$ cat config.mk
export PLATFORM = sky130hd
export DESIGN_NAME = label_demux
export DESIGN_NICKNAME = d
export VERILOG_FILES = /design/src/rtl/label_pkg.sv /design/src/rtl/label_demux_out_reg.sv /design/src/rtl/label_demux.sv
export SDC_FILE = /design/constraint.sdc
export NUM_CORES = 1
export LEC_CHECK = 0
export ABC_AREA = 1
export BUFFER_PORTS_ARGS = -buffer_cell sky130_fd_sc_hd__buf_2
export CAP_MARGIN = 10
export CORE_MARGIN = 2
export CORE_UTILIZATION = 57
export CTS_BUF_LIST = sky130_fd_sc_hd__clkbuf_8
export CTS_CLUSTER_DIAMETER = 120
export DETAILED_ROUTE_END_ITERATION = 6
export GPL_TIMING_DRIVEN = 1
export PLACE_DENSITY_LB_ADDON = 0.12
export SLEW_MARGIN = 20
export SYNTH_ARGS = -nofsm -noshare
export SYNTH_HDL_FRONTEND = slang
export SYNTH_SLANG_ARGS = --single-unit
$ cat constraint.sdc
create_clock -name aclk -period 3.1 [get_ports aclk]
set_clock_uncertainty 0.2 [all_clocks]
set_input_delay 0.62 -clock aclk [delete_from_list [all_inputs] [get_ports aclk]]
set_output_delay 0.62 -clock aclk [all_outputs]
set_load 0.005 [all_outputs]
$ cat src/rtl/label_pkg.sv
// Shared definitions for the label demultiplexer and its transmit-side labeler.
package label_pkg;

    typedef enum logic [1:0] {
        HEADER = 2'd0,
        ROUTE  = 2'd1,
        DROP   = 2'd2
    } state_e;

    localparam int DROP_CNT_W  = 16;
    localparam int LABEL_W     = 8;
    localparam int LABEL_BEATS = 1;

endpackage

$ cat src/rtl/label_demux_out_reg.sv
// Single-entry output register with a destination field and one-hot valid decode.
module label_demux_out_reg #(
    parameter int DATA_WIDTH  = 8,
    parameter int NUM_OUTPUTS = 4,
    parameter int SEL_W       = $clog2(NUM_OUTPUTS)
) (
    input  logic                   aclk,
    input  logic                   aresetn,
    input  logic                   load,
    input  logic [DATA_WIDTH-1:0]  load_data,
    input  logic                   load_last,
    input  logic [SEL_W-1:0]       load_dest,
    input  logic [NUM_OUTPUTS-1:0] out_tready,
    output logic [NUM_OUTPUTS-1:0] out_tvalid,
    output logic [DATA_WIDTH-1:0]  out_tdata,
    output logic                   out_tlast,
    output logic                   can_load
);

    logic                  valid_q, valid_d;
    logic [DATA_WIDTH-1:0] data_q, data_d;
    logic                  last_q, last_d;
    logic [SEL_W-1:0]      dest_q, dest_d;
    logic                  drain;

    for (genvar gi = 0; gi < NUM_OUTPUTS; gi++) begin : g_decode
        assign out_tvalid[gi] = valid_q && (dest_q == SEL_W'(gi));
    end

    // Only the addressed consumer's ready matters; others are masked by the decode.
    assign drain     = |(out_tvalid & out_tready);
    assign can_load  = !valid_q || drain;
    assign out_tdata = data_q;
    assign out_tlast = last_q;

    always_comb begin
        valid_d = valid_q;
        data_d  = data_q;
        last_d  = last_q;
        dest_d  = dest_q;
        if (load) begin
            valid_d = 1'b1;
            data_d  = load_data;
            last_d  = load_last;
            dest_d  = load_dest;
        end else if (drain) begin
            valid_d = 1'b0;
        end
    end

    always_ff @(posedge aclk) begin
        if (!aresetn) begin
            valid_q <= 1'b0;
            data_q  <= '0;
            last_q  <= 1'b0;
            dest_q  <= '0;
        end else begin
            valid_q <= valid_d;
            data_q  <= data_d;
            last_q  <= last_d;
            dest_q  <= dest_d;
        end
    end

endmodule

$ cat src/rtl/label_demux.sv
// Strips the leading label beat of each packet and steers the payload to one of NUM_OUTPUTS streams.
module label_demux
    import label_pkg::*;
#(
    parameter int DATA_WIDTH  = 8,
    parameter int NUM_OUTPUTS = 4
) (
    input  logic                   aclk,
    input  logic                   aresetn,
    input  logic                   in_tvalid,
    output logic                   in_tready,
    input  logic [DATA_WIDTH-1:0]  in_tdata,
    input  logic                   in_tlast,
    output logic [NUM_OUTPUTS-1:0] out_tvalid,
    input  logic [NUM_OUTPUTS-1:0] out_tready,
    output logic [DATA_WIDTH-1:0]  out_tdata,
    output logic                   out_tlast,
    output logic [DROP_CNT_W-1:0]  drop_count,
    output logic                   drop_pulse
);

    localparam int SEL_W = $clog2(NUM_OUTPUTS);
    localparam logic [DATA_WIDTH-1:0] NUM_OUT_L = DATA_WIDTH'(NUM_OUTPUTS);

    state_e                state_q, state_d;
    logic [SEL_W-1:0]      route_sel_q, route_sel_d;
    logic [DROP_CNT_W-1:0] drop_count_q, drop_count_d;
    logic                  drop_pulse_q, drop_pulse_d;

    logic accept;
    logic label_ok;
    logic drop_event;
    logic load;
    logic can_load;

    // Full-width compare so a label like 0x84 is not aliased onto output 0.
    assign label_ok   = in_tdata < NUM_OUT_L;
    assign accept     = in_tvalid && in_tready;
    assign drop_event = accept && (state_q == HEADER) && (in_tlast || !label_ok);
    assign load       = accept && (state_q == ROUTE);

    always_comb begin
        state_d      = state_q;
        route_sel_d  = route_sel_q;
        drop_count_d = drop_count_q;
        drop_pulse_d = drop_event;
        in_tready    = 1'b1;

        case (state_q)
            HEADER: begin
                if (accept && !in_tlast) begin
                    if (label_ok) begin
                        route_sel_d = in_tdata[SEL_W-1:0];
                        state_d     = ROUTE;
                    end else begin
                        state_d = DROP;
                    end
                end
            end
            ROUTE: begin
                in_tready = can_load;
                if (accept && in_tlast) begin
                    state_d = HEADER;
                end
            end
            DROP: begin
                if (accept && in_tlast) begin
                    state_d = HEADER;
                end
            end
            default: begin
                state_d = HEADER;
            end
        endcase

        if (drop_event && !(&drop_count_q)) begin
            drop_count_d = drop_count_q + 1'b1;
        end
    end

    always_ff @(posedge aclk) begin
        if (!aresetn) begin
            state_q      <= HEADER;
            route_sel_q  <= '0;
            drop_count_q <= '0;
            drop_pulse_q <= 1'b0;
        end else begin
            state_q      <= state_d;
            route_sel_q  <= route_sel_d;
            drop_count_q <= drop_count_d;
            drop_pulse_q <= drop_pulse_d;
        end
    end

    assign drop_count = drop_count_q;
    assign drop_pulse = drop_pulse_q;

    label_demux_out_reg #(
        .DATA_WIDTH  (DATA_WIDTH),
        .NUM_OUTPUTS (NUM_OUTPUTS),
        .SEL_W       (SEL_W)
    ) u_out_reg (
        .aclk       (aclk),
        .aresetn    (aresetn),
        .load       (load),
        .load_data  (in_tdata),
        .load_last  (in_tlast),
        .load_dest  (route_sel_q),
        .out_tready (out_tready),
        .out_tvalid (out_tvalid),
        .out_tdata  (out_tdata),
        .out_tlast  (out_tlast),
        .can_load   (can_load)
    );

endmodule

=== Yosys cells after proc, flatten, opt, wreduce, memory -nomap -nowiden ===
Cells that the tools add are included.

* Input bits: 16
* Word-level logic and storage cells: 50
* Bits in registers: 33

* Magnitude comparators: 1
* Reductions and logical operators: 25
* Mux-type cells: 7
* Bitwise logic cells: 1
* Eq/ne operators: 7
* $add $sub $neg: 1

{| class="wikitable"
|+ Operators with widths
! operator !! number
|-
| $add A16 B1 Y16 const B || 1
|-
| $reduce_and A16 Y1 || 1
|-
| $logic_and A1 B1 Y1 || 11
|-
| $lt A8 B3 Y1 const B || 1
|-
| $eq A2 B2 Y1 const B || 3
|-
| $mux W2 || 3
|-
| $and A4 B4 Y4 || 1
|-
| $eq A2 B1 Y1 const B || 2
|-
| $logic_not A1 Y1 || 4
|-
| $logic_not A2 Y1 || 2
|-
| $ne A2 B1 Y1 const B || 2
|-
| $pmux W2 S2 || 1
|-
| $reduce_or A4 Y1 || 1
|-
| $mux W1 || 3
|-
| $reduce_and A3 Y1 || 1
|-
| $logic_or A1 B1 Y1 || 2
|-
| $reduce_and A2 Y1 || 1
|-
| $reduce_bool A2 Y1 || 1
|-
| $reduce_or A2 Y1 || 1
|}

=== Longest topological paths before layout ===
Gate-level depths: netlist (run 1).

* Depth in word-level cells: 10
* Mapped depth: 11

=== By module ===
From an unflattened synthesis (run 1), not the netlist that was laid out.

* Cell total of the unflattened synthesis: 273
* Area, all modules: 1789.2 um^2

{| class="wikitable"
|+ Modules (own cells, without submodules)
! module !! cells each !! area each (um^2) !! times used
|-
| label_demux || 204 || 1297.5 || 1
|-
| label_demux_out_reg || 69 || 491.7 || 1
|}

=== Least setup slack after synthesis (run 1) ===
Ideal clock, no wire load.

* Path type: input to output
* From: in out_tready[3]
* To: out in_tready
* Cell stages on the path: 4
* Data required time: 2.280 ns
* Arrival: 1.038 ns
* Buffers on the path: 0
* Setup slack: 1.242 ns
* Cell sequence: inv_1 o21ai_1 nor2_1 nand3_4

* Word-level cells in the longest chain between the ends: 4

{| class="wikitable"
|+ Ends and longest elaborated chain
! what !! line !! text
|-
| from (decl) || label_demux.sv:15 || <nowiki>input logic [NUM_OUTPUTS-1:0] out_tready,</nowiki>
|-
| $and A4 B4 Y4 || label_demux_out_reg.sv:31 || <nowiki>assign drain = |(out_tvalid & out_tready);</nowiki>
|-
| $reduce_or A4 Y1 || label_demux_out_reg.sv:31 ||
|-
| $logic_or A1 B1 Y1 || label_demux_out_reg.sv:32 || <nowiki>assign can_load = !valid_q || drain;</nowiki>
|-
| $mux W1 || label_demux.sv:49 || <nowiki>case (state_q)</nowiki>
|-
| to (decl) || label_demux.sv:11 || <nowiki>output logic in_tready,</nowiki>
|}

No other way between the ends.

=== Worst setup path after layout (run 1) ===
Same ends and word-level chain as after synthesis.

==> results of run 1 <==
[layout by cell type, fill, tap and decap left out, drive strengths merged]
master	instances
nand3b	1
inv	28
xor2	3
nand4	5
clkbuf	6
nand3	20
o21bai	1
nor3	8
nand2	46
ha	3
buf	46
nor2	34
o21ai	15
clkinv	1
dfxtp	33
a21oi	29
xnor2	1
[how the worst min path moves through the flow]
stage	from	endpoint	depth (start not counted)
3_3_place_gp	u_out_reg.out_tdata[5]$_SDFFE_PN0P_	u_out_reg.out_tdata[5]$_SDFFE_PN0P_	2
3_5_place_dp	u_out_reg.out_tdata[5]$_SDFFE_PN0P_	u_out_reg.out_tdata[5]$_SDFFE_PN0P_	2
6_report	u_out_reg.out_tdata[5]$_SDFFE_PN0P_	u_out_reg.out_tdata[5]$_SDFFE_PN0P_	2
5_1_grt	u_out_reg.out_tdata[5]$_SDFFE_PN0P_	u_out_reg.out_tdata[5]$_SDFFE_PN0P_	2
2_1_floorplan	u_out_reg.out_tdata[3]$_SDFFE_PN0P_	u_out_reg.out_tdata[3]$_SDFFE_PN0P_	2
4_1_cts	u_out_reg.out_tdata[5]$_SDFFE_PN0P_	u_out_reg.out_tdata[5]$_SDFFE_PN0P_	2
[layer usage]
layer | vias up | part of all wire
met5 | - | 0
met4 | 0 | 0.0065
met3 | 4 | 0.065
met2 | 49 | 0.46
met1 | 717 | 0.47
li1 | 852 | -
[logic make-up after synthesis]
family,Yosys count,synth area share
AOI/OAI and AO/OA,45,0.1388
xor gates and xnor gates,4,0.02136
adders and majority gates,3,0.02289
buffers and inverters,34,0.09229
DFF,33,0.4027
and+or+nand+nor,114,0.3219
[sequential cells by signal, summed over array words and instances (netlist names)]
| register | flops |
|---|---|
| drop_count | 16 |
| u_out_reg.out_tdata | 8 |
| route_sel_q | 2 |
| state_q | 2 |
| u_out_reg.dest_q | 2 |
| drop_pulse | 1 |
| u_out_reg.out_tlast | 1 |
| u_out_reg.valid_q | 1 |
[cell type report]
| class | count | share of cell area |
|---|---|---|
| Clock buffer | 6 | 0.04231 |
| Clock inverter | 1 | 0.001923 |
| Inverter | 28 | 0.05513 |
| Multi-Input combinational cell | 166 | 0.4244 |
| Sequential cell | 33 | 0.3385 |
| Tap cell | 31 | 0.01987 |
| Timing Repair Buffer | 46 | 0.1179 |
[metrics by stage]
step                      cells    util  total power [uW]  cell area [um^2]  worst slack, ps
after CTS                   311  0.7140             846.9              1952            909.0
after global placement      304  0.6824             529.5              1866            859.8
after floorplan             233       -             509.0              1640             1242
after detailed placement    304  0.6824             533.1              1866            754.0
after global routing        311  0.7140             872.0              1952            747.7
final                       311  0.7140             843.5              1952            907.1
[report_power, final]
part           internal (uW)  switching, uW
Clock                    173            145
Combinational           30.9           56.1
Sequential               432           6.84
Total                    635            208
[tightest hold or removal path, stage by stage, from the launching register on]
cell,delay (ps)
sky130_fd_sc_hd__dfxtp_1,300
sky130_fd_sc_hd__inv_1,40
sky130_fd_sc_hd__a21oi_1,50
==> flow_summary.rst, run 1 <==
.. list-table::
   :header-rows: 1

   * - Metric
     - Value
   * - Growth of design area from synthesis to finish
     - 18.99%
   * - Min Tclk post-route
     - 2193 ps
   * - Initial core utilization
     - 0.6000
   * - Maximum count of clock buffers along a single path
     - 2
   * - Post-CTS clock slew at the launch and capture registers of the worst setup and hold paths
     - 60 ps
   * - Vias per std cell
     - 5.215
   * - Crit-path most repeated cell
     - sky130_fd_sc_hd__buf_2
   * - Final net count
     - 299
   * - Most instantiated library cell after synthesis
     - sky130_fd_sc_hd__nand2_1
   * - Vias after detailed routing
     - 1,622
   * - CP peak stage delay
     - 240 ps
   * - Layout cell share with drive strength beyond 1
     - 0.2071
   * - Top cells by area, synth
     - sky130_fd_sc_hd__dfxtp_1 (40%), sky130_fd_sc_hd__nand2_1 (11%), sky130_fd_sc_hd__a21oi_1 (8.8%)
   * - Final weighted congestion in routability-driven placement
     - ~0.83
   * - Worst flop-to-flop path endpoint
     - u_out_reg.out_tdata[6]$_SDFFE_PN0P_
   * - Count of antenna-violating nets left after detailed routing
     - 0
   * - Number of buffers inserted by post-CTS setup repair
     - 0
   * - Origin of the worst setup path
     - out_tready[3]
   * - Maximum level of the CTS H-tree
     - 2
   * - Global route hottest layer
     - met2
   * - Type of the worst setup path
     - in2out
   * - Overall die area
     - 3323 um^2
   * - Warnings from Yosys
     - 0
   * - Count of pins on the block boundary
     - 47
   * - Initial antenna violation count
     - 0
   * - Commonest register cell after synthesis
     - sky130_fd_sc_hd__dfxtp_1
   * - Gates resized, CTS repair
     - 0
   * - Nature of the critical path startpoint
     - input port
   * - TritonRoute pass-1 iters
     - 4
   * - Total setup violations reported at the end of the flow
     - 0
   * - Async set or reset register ratio after synthesis
     - 0
   * - Result of the run
     - completed
   * - Maximum operating frequency
     - approximately 0.46 GHz
   * - GR met3 Demand/Resource
     - 0.07143
   * - Post-detailed-placement half-perimeter wirelength
     - 2.653 mm
   * - Total area of sequential cells
     - 660.6 um^2
   * - Post-Synthesis Net Count
     - around 250
   * - Final Cycle Share
     - 0.7074
   * - Most common library cells after synthesis
     - sky130_fd_sc_hd__nand2_1 (46), sky130_fd_sc_hd__nor2_1 (34), sky130_fd_sc_hd__dfxtp_1 (33), sky130_fd_sc_hd__a21oi_1 (29), sky130_fd_sc_hd__inv_1 (26)
   * - Std-Cell Core Area
     - 2734 um^2
   * - Average detailed-routed wire length per instance
     - 11.84 um
   * - Global routing usage summed across all routing layers
     - 0.2324
   * - Part of the Yosys area used for sequential elements
     - 0.4027
   * - Later-pin clock latency in the skew report
     - 280 ps
   * - Max Slew Vio Count
     - 0
   * - Post-Synthesis Cell Area
     - 1640 um^2
   * - Worst Tran Pin Value
     - just under 700 ps
   * - Setup repair after global routing missed its margin
     - false
   * - Routing usage on met2
     - 0.3571
   * - Post-Route Setup TNS
     - 0 ps
   * - Clock tree from TritonCTS
     - yes
   * - Post-route DRC
     - 0
   * - Post-Synthesis Cells
     - 233
   * - Vias in the first global route
     - 1,396
   * - Arrival time reported for the critical path endpoint
     - 1370 ps
   * - FF-to-FF Start
     - u_out_reg.dest_q[0]$_SDFFE_PN0P_
   * - Met1 GRT Util
     - 0.3205
   * - Count of hold buffers inserted by post-cts repair
     - 0
   * - Pwr dens
     - approximately 430 nW/um^2
   * - Ant diodes
     - 0
   * - Average cell area after synthesis
     - 7.040 um^2
   * - Largest net degree at the start of global routing
     - 26
   * - Number of DRC markers in iteration 0
     - 60
   * - R2r worst-path depth
     - 7
   * - Wire length reported by the detailed router
     - 3.683 mm
   * - Top Family by Delay on Critical Path
     - simple AND/OR/NAND/NOR gates
   * - Max-capacitance violation count
     - 0
   * - Area of combinational cells with multiple inputs
     - 828.3 um^2
   * - Number of synthesized register bits
     - 33
   * - Buffers added on ports
     - 46
   * - Leakage Power
     - 0.0008685 uW
   * - Endpoint of the most critical setup path
     - in_tready
   * - Cell variety after synth
     - 26
   * - Die width
     - 57.65 um
   * - Overflow left after global routing
     - 0
   * - Slowest stage cell on the critical path
     - sky130_fd_sc_hd__nor2_1
   * - Number of buffers added by the clock tree synthesis step
     - 5
   * - Largest voltage drop on the vdd net
     - 0.4944 mV
   * - Layout filler cell count
     - ~250
   * - Critical path depth in cells
     - 6
   * - Clock tree root driver cell
     - sky130_fd_sc_hd__clkbuf_8
   * - Die extent in y
     - 57.65 um
   * - Core Rows
     - 19
   * - Number of clock sinks
     - 33
   * - Ordered list of cells on the worst path
     - buf_2 > inv_1 > o21ai_1 > nor2_1 > nand3_4 > buf_2
   * - Number of hold violations in the final report
     - 0
   * - Proportion of netlist area held by the largest area contributor
     - 0.4027
   * - Final hold slack
     - 241.1 ps
   * - Type of the worst min-delay path
     - reg2reg
   * - Worst endpoint required time
     - 2280 ps
   * - Setup crit end kind
     - primary output
   * - CP Buf/Inv Count
     - 3
   * - Global-route wire length before repair
     - 6.023 mm
   * - Number of flops mapped to enable cells by yosys
     - 0
   * - Headroom to the max-slew limit
     - 0.5433
   * - Slack of the worst reg-to-reg path
     - roughly 980 ps
   * - Dominant cell type by area after synthesis
     - sky130_fd_sc_hd__dfxtp_1
   * - CP max FO
     - 5
Power figures use the tool's default switching activity.
==> inputs of run 2 (changes only) <==
CORE_UTILIZATION = 48   (was 57)
clock period = 1.87 ns   (was 3.1 ns; I/O delays follow)
==> run 2 against run 1 <==
Effect of this change:
- register-to-register slack worse by 820 ps
- wire length down 2.6%
- first-iteration DRC count increased by 97%
- combinational power grew 89%
- cell area grew 8.3%
- worst hold slack worse by 86 ps
- worst setup slack worse by 850 ps
- critical path depth fell by 1
- flip-flop and latch count is the same
==> flow_summary.rst, run 2 (synthesis gave the netlist of run 1 again) <==
.. list-table::
   :header-rows: 1

   * - Metric
     - Value
   * - Result of the run
     - completed
   * - Maximum level of the CTS H-tree
     - 2 (unchanged)
   * - Final net count
     - 312 (+4.3%)
   * - Placed cell count
     - 331 (+8.9%)
   * - Count of antenna-violating nets left after detailed routing
     - 0 (unchanged)
   * - Global-route wire length before repair
     - 6.651 mm (+10%)
   * - Type of the worst min-delay path
     - in2reg
   * - Initial antenna violation count
     - 0 (unchanged)
   * - Die width
     - 62.46 um (+8.4%)
   * - Top layer reached by signal wires
     - met4
   * - Arrival time reported for the critical path endpoint
     - 1240 ps (-130 ps)
   * - Layout cell share with drive strength beyond 1
     - 0.2721 (+0.06497)
   * - DRT met1 WL
     - 1.881 mm (+9.4%)
   * - Layout filler cell count
     - 327 (+33%)
   * - Overall die area
     - 3901 um^2 (+17%)
   * - Final weighted congestion in routability-driven placement
     - 0.8111 (-1.8%)
   * - TritonRoute pass-1 iters
     - 4 (unchanged)
   * - Met3 routed wirelength
     - 170 um (-29%)
   * - Largest net degree at the start of global routing
     - 24 (-7.7%)
   * - Setup repair after global routing missed its margin
     - true
   * - Leakage Power
     - 0.0009534 uW (+9.8%)
   * - Post-detailed-placement half-perimeter wirelength
     - 2.658 mm (+0.20%)
   * - Max Slew Vio Count
     - 0 (unchanged)
   * - Overflow left after global routing
     - 0 (unchanged)
   * - Nature of the critical path startpoint
     - flip-flop
   * - Number of flip-flops in the largest register
     - 16 (unchanged)
   * - Growth of design area from synthesis to finish
     - 28.83%
   * - Type of the worst setup path
     - reg2out
   * - Global routing usage summed across all routing layers
     - 0.2106 (-0.02175)
   * - Count of hold buffers inserted by post-cts repair
     - 0 (unchanged)
   * - Buffers added on ports
     - 46 (unchanged)
   * - Maximum operating frequency
     - 0.5528 GHz
   * - Number of buffers added by the clock tree synthesis step
     - 5 (unchanged)
   * - Post-CTS clock slew at the launch and capture registers of the worst setup and hold paths
     - 70 ps (about the same)
   * - Post-Route Setup TNS
     - 0 ps (unchanged)
   * - Maximum count of clock buffers along a single path
     - 2 (unchanged)
   * - Clock tree root driver cell
     - sky130_fd_sc_hd__clkbuf_8
   * - Std-Cell Core Area
     - 3311 um^2 (+21%)
   * - Number of DRC markers in iteration 0
     - 118 (+97%)
   * - Number of standard cells in the final layout excluding fillers
     - 340 (+9.3%)
   * - Max-capacitance violation count
     - 0 (unchanged)
   * - Number of clock sinks
     - 33 (unchanged)
   * - DP Worst Slack
     - 74.36 ps (-679.7 ps)
   * - Largest voltage drop on the vdd net
     - 0.4333 mV (-12%)
   * - Later-pin clock latency in the skew report
     - 280 ps (about the same)
   * - Die extent in y
     - 62.46 um (+8.4%)
   * - Worst endpoint required time
     - 1300 ps (-980 ps)
   * - Core Rows
     - 21 (+2)
   * - CP max FO
     - 6 (+1)
   * - Final Cycle Share
     - 0.9674
   * - Average detailed-routed wire length per instance
     - 10.56 um (-11%)
   * - Highest-count cells in the layout ignoring fill and taps
     - sky130_fd_sc_hd__buf_2 (46), sky130_fd_sc_hd__nand2_1 (45), sky130_fd_sc_hd__nor2_1 (32)
   * - Pwr dens
     - 695.0 nW/um^2 (+61%)
   * - Count of pins on the block boundary
     - 47 (unchanged)
   * - Final hold slack
     - 155.6 ps (-85.53 ps)
   * - Setup ws final
     - 60.98 ps (-846.1 ps)
   * - Min Tclk post-route
     - 1809 ps
   * - Initial core utilization
     - 0.4955 (-0.1045)
   * - Number of hold violations in the final report
     - 0 (unchanged)
   * - Clock tree from TritonCTS
     - yes
   * - Vias in the first global route
     - 1,467 (+5.1%)
   * - Worst Tran Pin Value
     - 267.7 ps (-415.4 ps)
   * - Headroom to the max-slew limit
     - 0.8204 (+0.2771)
   * - Vias per std cell
     - 4.809 (-7.8%)
   * - Post-route DRC
     - 0 (unchanged)
   * - Setup crit end kind
     - primary output
   * - Met2 routed wirelength
     - 1.514 mm (-11%)
   * - Most common library cell in the layout ignoring fill and taps
     - sky130_fd_sc_hd__buf_2
   * - Wire length reported by the detailed router
     - 3.589 mm (-2.6%)
   * - Total setup violations reported at the end of the flow
     - 0 (unchanged)
   * - Vias after detailed routing
     - 1,635 (+0.80%)
   * - Ant diodes
     - 0 (unchanged)
run 2: cell types whose count changed in the layout (fill, tap and decap cells not counted), sizes merged:
cell    previous run  this run
clkbuf             6         7
clkinv             1         2
buf               46        59
inv               28        27
run 2: power by group:
group          switching, uW  total (uW)  internal, uW
sequential              5.88         720           714
clock                    252         584           332
combinational           99.4         164          65.1
run 2: final timing paths:
check | from | to | slack [ps] | depth (start not counted)
max | u_out_reg.dest_q[0]$_SDFFE_PN0P_ | in_tready | 60 | 5
min | in_tdata[0] | route_sel_q[0]$_SDFFE_PN0P_ | 160 | 3
max reg2reg | drop_count[1]$_SDFFE_PN0P_ | drop_count[15]$_SDFFE_PN0P_ | 160 | 8
min reg2reg | u_out_reg.out_tdata[5]$_SDFFE_PN0P_ | u_out_reg.out_tdata[5]$_SDFFE_PN0P_ | 240 | 2
run 2: critical path, cell delays in order (launching register included):
cell and delay (ps):
sky130_fd_sc_hd__dfxtp_4 360, sky130_fd_sc_hd__nand2_2 80, sky130_fd_sc_hd__nor3_2 40, sky130_fd_sc_hd__nor2_2 180
sky130_fd_sc_hd__nand3_4 130, sky130_fd_sc_hd__buf_2 150
run 2: per-stage QoR:
stage / utilization / power, uW / cell area [um^2]
final: 0.6383 / 1469 / 2113
after CTS: 0.6327 / 1486 / 2095
after floorplan: - / 843.8 / 1640
after detailed placement: 0.6002 / 895.8 / 1987
after global routing: 0.6383 / 1549 / 2113
after global placement: 0.6002 / 894.7 / 1987
run 2: layout make-up:
cell class,count,area [um^2],share of cell area
clock inverter,1,5.005,0.002368
multi-input combinational,166,835.8,0.3955
sequential,33,668.1,0.3162
inverter,28,110.1,0.05210
timing repair buffer,59,340.3,0.1610
clock buffer,7,96.34,0.04559
tap,46,57.56,0.02724
run 2: layer usage:
metal  track usage  vias up
li1              -      882
met1        0.3000      711
met2        0.3024       40
met3       0.05586        2
met4       0.08333        0
met5             0        -
run 2: what timing repair did:
item	4_1_cts	5_1_grt
buffers inserted	0	1
cloned	0	0
pin swaps	1	3
setup endpoints to repair	1	19
resized for setup	3	6
==> inputs of run 3 (changes only) <==
CORE_MARGIN = 3   (was 2)
==> run 3 against run 2 <==
Effect of this change:
- maximum frequency grew 0.63%
- flip-flop and latch count is the same
- non-clock buffer count is 3 lower
- clock power shrank 15%
- first-iteration DRC count shrank 25%
- cell area unchanged
- total power shrank 5.8%
- critical endpoint unchanged
- largest power group unchanged
==> flow_summary.rst, run 3 (synthesis gave the netlist of run 1 again) <==
.. list-table::
   :header-rows: 1

   * - Metric
     - Value
   * - Result of the run
     - completed
   * - Total power
     - 1383 uW (-5.8%)
   * - CP Buf/Inv Count
     - 1 (unchanged)
   * - DRT met1 WL
     - 1.883 mm (+0.11%)
   * - Pwr dens
     - 654.5 nW/um^2 (-5.8%)
   * - DP Area
     - 1962 um^2 (-1.3%)
   * - Buffers added on ports
     - 46 (unchanged)
   * - Post-route DRC
     - 0 (unchanged)
   * - Global routing usage summed across all routing layers
     - 0.1884 (-0.02223)
   * - Overflow left after global routing
     - 0 (unchanged)
   * - CP max FO
     - 5 (-1)
   * - TritonRoute pass-1 iters
     - 4 (unchanged)
   * - Layout filler cell count
     - 291 (-11%)
   * - Number of buffers added by the clock tree synthesis step
     - 5 (unchanged)
   * - Std-Cell Core Area
     - 3153 um^2 (-4.8%)
   * - Highest-count cells in the layout ignoring fill and taps
     - sky130_fd_sc_hd__buf_2 (45), sky130_fd_sc_hd__nand2_1 (44), sky130_fd_sc_hd__nor2_1 (31)
   * - Post-detailed-placement half-perimeter wirelength
     - 2.727 mm (+2.6%)
   * - Vias per std cell
     - 4.749 (-1.2%)
   * - Nature of the critical path startpoint
     - flip-flop
   * - Die width
     - 64.46 um (+3.2%)
   * - Vias after detailed routing
     - 1,591 (-2.7%)
   * - Worst Tran Pin Value
     - 240.1 ps (-27.55 ps)
   * - Average detailed-routed wire length per instance
     - 11.14 um (+5.6%)
   * - Number of standard cells in the final layout excluding fillers
     - 335 (-1.5%)
   * - Final net count
     - 309 (-0.96%)
   * - Met3 routed wirelength
     - 183 um (+7.6%)
   * - Initial core utilization
     - 0.5202 (+0.02477)
   * - Layout cell share with drive strength beyond 1
     - 0.2852 (+0.01311)
   * - Post-CTS clock slew at the launch and capture registers of the worst setup and hold paths
     - 60 ps (about the same)
   * - Number of DRC markers in iteration 0
     - 89 (-25%)
   * - Count of hold buffers inserted by post-cts repair
     - 0 (unchanged)
   * - Number of flip-flops in the largest register
     - 16 (unchanged)
   * - Largest net degree at the start of global routing
     - 24 (unchanged)
   * - Number of hold violations in the final report
     - 0 (unchanged)
   * - Type of the worst min-delay path
     - in2reg
   * - Maximum level of the CTS H-tree
     - 2 (unchanged)
   * - Post-route cell area
     - 2113 um^2 (unchanged)
   * - Top Family by Delay on Critical Path
     - simple AND/OR/NAND/NOR gates
   * - CP peak stage delay
     - 380 ps (+20 ps)
   * - Final Cycle Share
     - 0.9613 (-0.006092)
   * - Largest voltage drop on the vdd net
     - 0.6772 mV (+56%)
   * - Later-pin clock latency in the skew report
     - 280 ps (about the same)
   * - Clock tree from TritonCTS
     - yes
   * - Ordered list of cells on the worst path
     - nand2_2 > nor3_4 > nor2_4 > nand3_4 > buf_6
   * - Count of antenna-violating nets left after detailed routing
     - 0 (unchanged)
   * - Global-route wire length before repair
     - 6.341 mm (-4.7%)
   * - Min Tclk post-route
     - 1798 ps (-11.39 ps)
   * - Arrival time reported for the critical path endpoint
     - 1220 ps (-20 ps)
   * - Maximum count of clock buffers along a single path
     - 2 (unchanged)
   * - Headroom to the max-slew limit
     - 0.8393 (+0.01888)
   * - Ant diodes
     - 0 (unchanged)
   * - Most common library cell in the layout ignoring fill and taps
     - sky130_fd_sc_hd__buf_2
   * - Initial antenna violation count
     - 0 (unchanged)
   * - Clock tree root driver cell
     - sky130_fd_sc_hd__clkbuf_8
   * - Growth of design area from synthesis to finish
     - 28.83% (unchanged)
   * - Number of clock sinks
     - 33 (unchanged)
   * - Die extent in y
     - 64.46 um (+3.2%)
   * - Met2 routed wirelength
     - 1.652 mm (+9.1%)
   * - Max-capacitance violation count
     - 0 (unchanged)
   * - Final weighted congestion in routability-driven placement
     - 0.8431 (+3.9%)
   * - Placed cell count
     - 326 (-1.5%)
   * - Core Rows
     - 20 (-4.8%)
   * - Top layer reached by signal wires
     - met4
   * - Max Slew Vio Count
     - 0 (unchanged)
   * - Type of the worst setup path
     - reg2out
   * - Count of pins on the block boundary
     - 47 (unchanged)
   * - Setup crit end kind
     - primary output
   * - Total setup violations reported at the end of the flow
     - 0 (unchanged)
   * - Vias in the first global route
     - 1,458 (-0.61%)
   * - Maximum operating frequency
     - 0.5563 GHz (+0.63%)
   * - Wire length reported by the detailed router
     - 3.733 mm (+4.0%)
   * - Slowest stage cell on the critical path
     - sky130_fd_sc_hd__dfxtp_2
   * - Worst endpoint required time
     - 1300 ps (about the same)
   * - Overall die area
     - 4155 um^2 (+6.5%)
   * - Leakage Power
     - 0.0009351 uW (-1.9%)
==> run 3: power by group <==
group,internal (uW),switching [uW],total (uW)
logic,69.0,99.4,168
registers,713,5.85,718
clock network,252,244,496
total,1030,350,1380
==> run 3: what timing repair did <==
| item | 4_1_cts | 5_1_grt |
|---|---|---|
| pin swaps | 0 | 5 |
| gates resized for setup | 2 | 19 |
| endpoints found under the setup margin | 1 | 22 |
| buffers inserted | 0 | 1 |
==> run 3: area by class of cell <==
cell class              count  area [um^2]  area share
repair buffers             56        324.1      0.1533
clock inverters             3        13.76    0.006513
flip-flops and latches     33        670.6      0.3173
well taps                  44        55.05     0.02605
clock buffers               5        68.82     0.03256
inverters                  28        112.6     0.05329
multi-input cells         166        868.3      0.4109
==> run 3: metal layers <==
metal / vias to the layer above / GRT usage
met4: 0 / 0.06332
li1: 880 / -
met3: 2 / 0.04506
met1: 671 / 0.2641
met2: 38 / 0.2835
met5: - / 0
==> run 3: per-stage QoR <==
step	worst slack, ps	utilization	TNS, ps	hold WS [ps]
finish	72.37	0.6702	0	167.2
global route	-26.93	0.6702	-39.33	157.8
CTS	10.41	0.6496	0	158.7
detailed placement	57.59	0.6222	0	233.1
global placement	63.45	0.6222	0	227.4
floorplan	28.57	-	0	239.6
==> run 3: path summary, 6_finish.rpt <==
check	from	to	slack, ps	cells after the start
hold reg to reg	u_out_reg.out_tdata[0]$_SDFFE_PN0P_	u_out_reg.out_tdata[0]$_SDFFE_PN0P_	240	2
setup / recovery	u_out_reg.valid_q$_SDFFE_PN0P_	in_tready	70	5
hold / removal	in_tdata[1]	route_sel_q[1]$_SDFFE_PN0P_	170	3
setup reg to reg	drop_count[6]$_SDFFE_PN0P_	drop_count[14]$_SDFFE_PN0P_	150	7
==> run 3: worst reg2reg max path: stages (launching register included) <==
cell	delay, ps
sky130_fd_sc_hd__dfxtp_1	400
sky130_fd_sc_hd__nand2_1	160
sky130_fd_sc_hd__nor3_4	240
sky130_fd_sc_hd__nand3b_1	150
sky130_fd_sc_hd__nand4_4	140
sky130_fd_sc_hd__buf_4	160
sky130_fd_sc_hd__nand2_1	50
sky130_fd_sc_hd__a21oi_1	140
